<file path="src/rtl/rat_fetch_pkg.sv">
// rat_fetch_pkg: shared widths, fixed fetch addresses and fetch FSM states
package rat_fetch_pkg;
  localparam int ADDR_W = 10;
  localparam int IR_W = 18;
  localparam logic [ADDR_W-1:0] RESET_ADDR = 10'h000;
  localparam logic [ADDR_W-1:0] INTR_ADDR = 10'h3FF;
  typedef enum logic [1:0] {BOOT, RUN, HALT} fetch_state_t;
endpackage

</file>
<file path="src/rtl/prog_fetch_ctrl.sv">
// prog_fetch_ctrl: program ROM fetch sequencer with stall replay, redirect, interrupt and halt
// Optional PROG_FETCH_PERF_EN adds RETIRE_CNT/STALL_CNT performance counters.
module prog_fetch_ctrl import rat_fetch_pkg::*; (
  input  logic              CLK,
  input  logic              RST,
  output logic [ADDR_W-1:0] PROG_ADDR,
  input  logic [IR_W-1:0]   PROG_IR,
  output logic [IR_W-1:0]   IR_OUT,
  output logic              IR_VALID,
  output logic [ADDR_W-1:0] IR_PC,
  input  logic              STALL,
  input  logic              BRANCH_EN,
  input  logic [ADDR_W-1:0] BRANCH_ADDR,
  input  logic              INTR_REQ,
  input  logic              INTR_EN,
  output logic              INTR_ACK,
  output logic [ADDR_W-1:0] INTR_RET_ADDR,
  input  logic              HALT_REQ,
  output logic              HALTED
`ifdef PROG_FETCH_PERF_EN
  ,
  output logic [15:0]       RETIRE_CNT,
  output logic [15:0]       STALL_CNT
`endif
);
  fetch_state_t state, state_n;
  logic [ADDR_W-1:0] fetch_q, norm, ret;
  logic accept, take, go_halt;
  always_comb begin
    accept = IR_VALID & ~STALL;
    take = INTR_REQ & INTR_EN & ((state == HALT) | ((state == RUN) & accept));
    go_halt = (state == RUN) & accept & HALT_REQ & ~take;
    norm = BRANCH_EN ? BRANCH_ADDR : IR_PC + ADDR_W'(1);
    // On halt exit the resume point is whatever was frozen for the halted fetch
    ret = state == HALT ? fetch_q : norm;
    PROG_ADDR = state == BOOT ? RESET_ADDR : take ? INTR_ADDR :
                state == HALT ? fetch_q : accept ? norm : IR_PC;
    state_n = state == BOOT ? RUN : go_halt ? HALT : take ? RUN : state;
  end
  assign IR_OUT = PROG_IR;
  assign HALTED = state == HALT;
  always_ff @(posedge CLK or posedge RST)
    if (RST) state <= BOOT;
    else state <= state_n;
  always_ff @(posedge CLK or posedge RST) begin
    if (RST) begin
      IR_VALID <= 1'b0;
      IR_PC <= RESET_ADDR;
      INTR_ACK <= 1'b0;
      INTR_RET_ADDR <= '0;
      fetch_q <= RESET_ADDR;
    end else begin
      INTR_ACK <= take;
      if (take) INTR_RET_ADDR <= ret;
      // Halting freezes the not-yet-executed address so the halt exit resumes there
      if (state != HALT || take) begin
        IR_PC <= PROG_ADDR;
        IR_VALID <= ~go_halt;
        fetch_q <= go_halt ? PROG_ADDR : PROG_ADDR + ADDR_W'(1);
      end
    end
  end
`ifdef PROG_FETCH_PERF_EN
  always_ff @(posedge CLK or posedge RST) begin
    if (RST) begin
      RETIRE_CNT <= '0;
      STALL_CNT <= '0;
    end else begin
      if (accept) RETIRE_CNT <= RETIRE_CNT + 16'd1;
      if (IR_VALID & STALL) STALL_CNT <= STALL_CNT + 16'd1;
    end
  end
`endif
endmodule

</file>
<file path="config.mk">
export PLATFORM = sky130hd
export DESIGN_NAME = prog_fetch_ctrl
export DESIGN_NICKNAME = d
export VERILOG_FILES = /design/src/rtl/rat_fetch_pkg.sv /design/src/rtl/prog_fetch_ctrl.sv
export SDC_FILE = /design/constraint.sdc
export NUM_CORES = 1
export LEC_CHECK = 0
export CELL_PAD_IN_SITES_DETAIL_PLACEMENT = 0
export CELL_PAD_IN_SITES_GLOBAL_PLACEMENT = 1
export CORE_ASPECT_RATIO = 0.9
export CORE_MARGIN = 1.5
export CORE_UTILIZATION = 35
export CTS_CLUSTER_DIAMETER = 30
export DETAILED_ROUTE_END_ITERATION = 10
export PLACE_DENSITY_LB_ADDON = 0.1
export SLEW_MARGIN = 10
export SYNTH_ARGS = -nofsm -noshare
export SYNTH_HDL_FRONTEND = slang
export SYNTH_SLANG_ARGS = --single-unit
</file>
<file path="constraint.sdc">
create_clock -name CLK -period 3.9 [get_ports CLK]
set_input_delay 0.585 -clock CLK [delete_from_list [all_inputs] [get_ports CLK]]
set_output_delay 0.585 -clock CLK [all_outputs]
set_load 0.01 [all_outputs]
</file>
# Word level (Yosys, flattened, before mapping)
# Index checks and enable logic that the tools add are counted.
[word_totals]
regBits = 34
n_memories = 0
romBits = 0
ram_bits = 0
wordCells = 34
latchBits = 0
[classes]
mul = 0
magnitude_cmp = 0
n_shift = 0
eq_ne = 3
reduce_logical = 3
div = 0
bitwise = 10
mux = 10
add_sub_neg = 2
[ops]
columns = ["op", "count"]
rows = [
  ["10-bit 2-to-1 mux", 7],
  ["10-bit by 1-bit adder with 10-bit output, second input constant", 2],
  ["1-bit AND", 6],
  ["2-bit 2-to-1 mux", 3],
  ["1-bit NOT", 3],
  ["3-bit nonzero test", 1],
  ["2-bit by 1-bit equality test with 1-bit output, second input constant", 1],
  ["2-bit equality test, second input constant", 1],
  ["2-bit logical NOT", 1],
  ["2-bit != test, second input constant", 1],
  ["1-bit logical OR", 1],
  ["1-bit OR", 1],
]

# Logic depth before layout (Yosys ltp)
[logic_depth]
depth_word = 9
ltp_mapped = 12

# Worst setup path after synthesis
# Ideal clock, no wire load.
[synth_timing]
kind = "in2out"
from = "in STALL"
to = "out PROG_ADDR[8]"
path_buffers = 1
stages = 7
arrival_time_ps = 1956
required_time_ps = 3315
setup_slack_ps = 1359
path_cell_list = "nand2b_2 -> buf_6 -> or4_1 -> a21oi_1 -> o22ai_1 -> or2_4 -> inv_1"
[synth_between]
elab_chain_len = 7
word_cells_on_any_way = 9
cone_classes = "mux: 4; bitwise: 5"
[synth_lines]
columns = ["element", "line", "source"]
rows = [
  ["from (decl)", "prog_fetch_ctrl.sv:11", "input logic STALL,"],
  ["1-bit NOT *", "prog_fetch_ctrl.sv:30", "accept = IR_VALID & ~STALL;"],
  ["1-bit AND *", "prog_fetch_ctrl.sv:30", ""],
  ["1-bit AND", "prog_fetch_ctrl.sv:31", "take = INTR_REQ & INTR_EN & ((state == HALT) | ((state == RUN) & accept));"],
  ["1-bit OR", "prog_fetch_ctrl.sv:31", ""],
  ["1-bit AND", "prog_fetch_ctrl.sv:31", ""],
  ["10-bit 2-to-1 mux * (2 in series)", "prog_fetch_ctrl.sv:36", "PROG_ADDR = state == BOOT ? RESET_ADDR : take ? INTR_ADDR :"],
  ["to (decl)", "prog_fetch_ctrl.sv:6", "output logic [ADDR_W-1:0] PROG_ADDR,"],
]
# Mark *: on every way between the ends. The rest lies on a longest branch, timed or not.

# Worst setup path in the final report
[layout_timing]
from = "in STALL"
to = "out PROG_ADDR[3]"
# The elaborated chain is that of the path after synthesis.

==> results.py <==
metrics = {
    "status": {
        "status": "finished, final reports clean",
    },
    "setup_path": {
        "worst-setup-path-type": "in -> out",
        "required_ns": 3.31,
        "cp-startpoint": "STALL",
        "critPathLaunchType": "input pin",
        "critPathArrivalTime_ns": 3.00,
        "worst-path-max-fanout": 9,
        "cp-end-kind": "output port",
        "reg2reg_from": "state[1]",
    },
    "synthesis": {
        "syn_inst": 341,
        "yosysTopAreaCell": "dfrtp_1",
        "synth_cell_types": 71,
        "synth-edff-count": 0,
        "synth-seq-cells": 34,
        "syn_area_mm2": 0.00275,
        "syn_nets": 378,
        "synth_ff_type": "dfrtp_1",
        "yosysWarningCount": 0,
        "async_reset_ff_share_pct": 100,
        "ys_top_cells_by_area": "dfrtp_1, o21ai_0, buf_4",
        "seq_area_frac_synth_pct": 30.9,
        "syn_area_per_cell_um2": 8.06,
        "synth_top_area_share_pct": 30.9,
    },
    "route": {
        "routed_wl_mm": 9.06,
        "drtIter0Drc": 127,
        "firstDrtPassIters": 5,
        "dr_total_vias": 2579,
        "routedWlPerCell_um": 19.2,
        "drc": 0,
        "vias_per_cell": 5.46,
        "drtAntennaViolNets": 0,
    },
    "floorplan": {
        "die_x_um": 96.4,
        "core_area_mm2": 0.00758,
        "start_util_pct": 36.3,
        "die-area_mm2": 0.00840,
        "pin_count": 86,
        "fp.dieH_um": 87.1,
        "fp-row-count": 30,
    },
    "finish": {
        "fin_area_mm2": 0.00331,
        "diodes": 0,
        "syn2layout_area_growth_pct": 20.4,
        "final_cell_mix": "clkdlybuf4s50_1, nand2_1, o21ai_0",
        "regArea_um2": 851,
        "multi_input_area_mm2": 0.00156,
        "fill_cells": 786,
        "drive_gt1_share_pct": 12.0,
        "fin_nets": 412,
        "mostFrequentLayoutCell": "clkdlybuf4s50_1",
    },
    "timing": {
        "fin_tns_setup_ns": 0,
        "setup_viol": 0,
        "skew_ns": 0.00890,
        "fin_crit_ns": 3.58,
        "tightest_slew_ns": 0.646,
        "slew_headroom_pct": 56.6,
        "finalHoldViolations": 0,
        "rsz0062_at_grt": "no",
        "fmaxAchievable_mhz": 279,
        "finalCritPeriodShare_pct": 91.8,
        "final_max_slew_viol_count": 0,
    },
    "clocking": {
        "cts_setup_buffers": 0,
        "htreeDepth": 2,
        "tritoncts": "done",
        "cts_buffer_depth": 2,
        "cts_resized": 0,
        "cts_buffers": 5,
        "worstSkewPairLatency_ns": 0.29,
        "clk_pin_slew_ns": 0.07,
        "root_buffer": "clkbuf_8",
        "hold_buffers": 0,
        "cts_sinks": 34,
    },
    "global_route": {
        "grt-ovfl-total": 0,
        "antenna_found_initial": 0,
        "grt_usage_pct": 23.1,
        "grt_pass1_vias": 2494,
        "grt_max_degree": 35,
        "grt_pass1_wl_mm": 14.3,
    },
    "run": {
        "timing.max_cap.violations": 0,
    },
    "power": {
        "vdd_drop_max_v": 0.000354,
        "power_density_mw_per_mm2": 756,
        "total_power_mw": 2.50,
        "p_leak_nw": 1.37,
    },
    "hold_path": {
        "hp-class": "reg -> reg",
        "min_from": "INTR_RET_ADDR[7]",
    },
    "placement": {
        "io_buffers": 49,
        "dpl_cell_area_mm2": 0.00320,
        "gp_congestion": 0.904,
        "dpl.hpwl_mm": 6.78,
    },
}
## worst paths after layout
path                                    end  slack, ns  cells past startpoint
setup / recovery               PROG_ADDR[3]       0.32                      7
hold / removal             INTR_RET_ADDR[7]       0.48                      1
setup reg to reg                 fetch_q[8]       0.91                      9
hold reg to reg            INTR_RET_ADDR[7]       0.48                      1
max in group asynchronous        fetch_q[4]       2.86                      3
min in group asynchronous          IR_PC[6]       0.70                      3
## final cells by class
class | instances | share of cell area (%)
Clock buffer | 5 | 2.08
Clock inverter | 3 | 1.21
Inverter | 13 | 1.51
Multi-Input combinational cell | 255 | 47.2
Sequential cell | 34 | 25.7
Tap cell | 96 | 3.63
Timing Repair Buffer | 66 | 18.7
## sequential cells by signal, indices dropped and copies added (netlist names)
| name | cells |
|---|---|
| state | 2 |
| INTR_RET_ADDR | 10 |
| fetch_q | 10 |
| IR_PC | 10 |
| IR_VALID | 1 |
| INTR_ACK | 1 |
## cell usage after synthesis (3+ instances only)
master and count:
mux2_2 3, mux2i_1 4, nand3_1 7, inv_1 10, a21oi_1 21, nor2_1 29
a22oi_1 3, dfrtp_1 34, xor2_1 3, nand2b_1 6, buf_2 3, o221ai_1 3
and2_1 5, o31ai_1 3, a211oi_1 3, nand2_1 43, clkbuf_1 7, a31oi_1 3
o211ai_1 6, o21a_1 6, nor2b_1 4, o21ai_0 35, buf_6 5, xnor2_1 6
a21o_1 3, or3_1 3, nand4_1 5, buf_4 22, o21ai_1 7
## through the flow
stage                     cells  worst slack (ns)  util (%)  hold WS, ns
after CTS                   472             0.315      43.7        0.485
after global routing        472             0.148      43.7        0.511
after global placement      464             0.365      42.2        0.458
final                       472             0.319      43.7        0.476
after floorplan             341              1.36         -        0.472
after detailed placement    464             0.330      42.2        0.466
## cells by family (layout without fill, tap and decap cells)
logic type,Yosys count,in the layout,synth area share (%)
AND/OR/NAND/NOR,125,125,24.1
XOR/XNOR,9,9,2.87
AO/OA/AOI/OAI,112,112,26.3
flip-flops,34,34,30.9
adder cells (fa/ha/maj),2,2,0.910
multiplexers,7,7,2.68
buffers and inverters,52,87,12.2
## where the power goes
group          internal (mW)  switching [mW]
clock                  0.188           0.141
combinational          0.699           0.729
sequential             0.515           0.229
## metal layers
| metal | track usage (%) | share of wire (%) | vias up |
|---|---|---|---|
| met5 | 0 | 0 | - |
| met4 | 3.82 | 0.72 | 0 |
| met3 | 3.93 | 5.8 | 8 |
| met2 | 31.8 | 40 | 100 |
| met1 | 37.4 | 53 | 1199 |
| li1 | - | - | 1272 |
## critical path, cell delays in order
cell	delay, ns
clkdlybuf4s50_1	0.47
nand2b_2	0.30
or4_1	0.51
a31oi_1	0.20
nor2_1	0.12
nor2_1	0.23
clkdlybuf4s50_1	0.58
(Power assumes the default switching activity.)
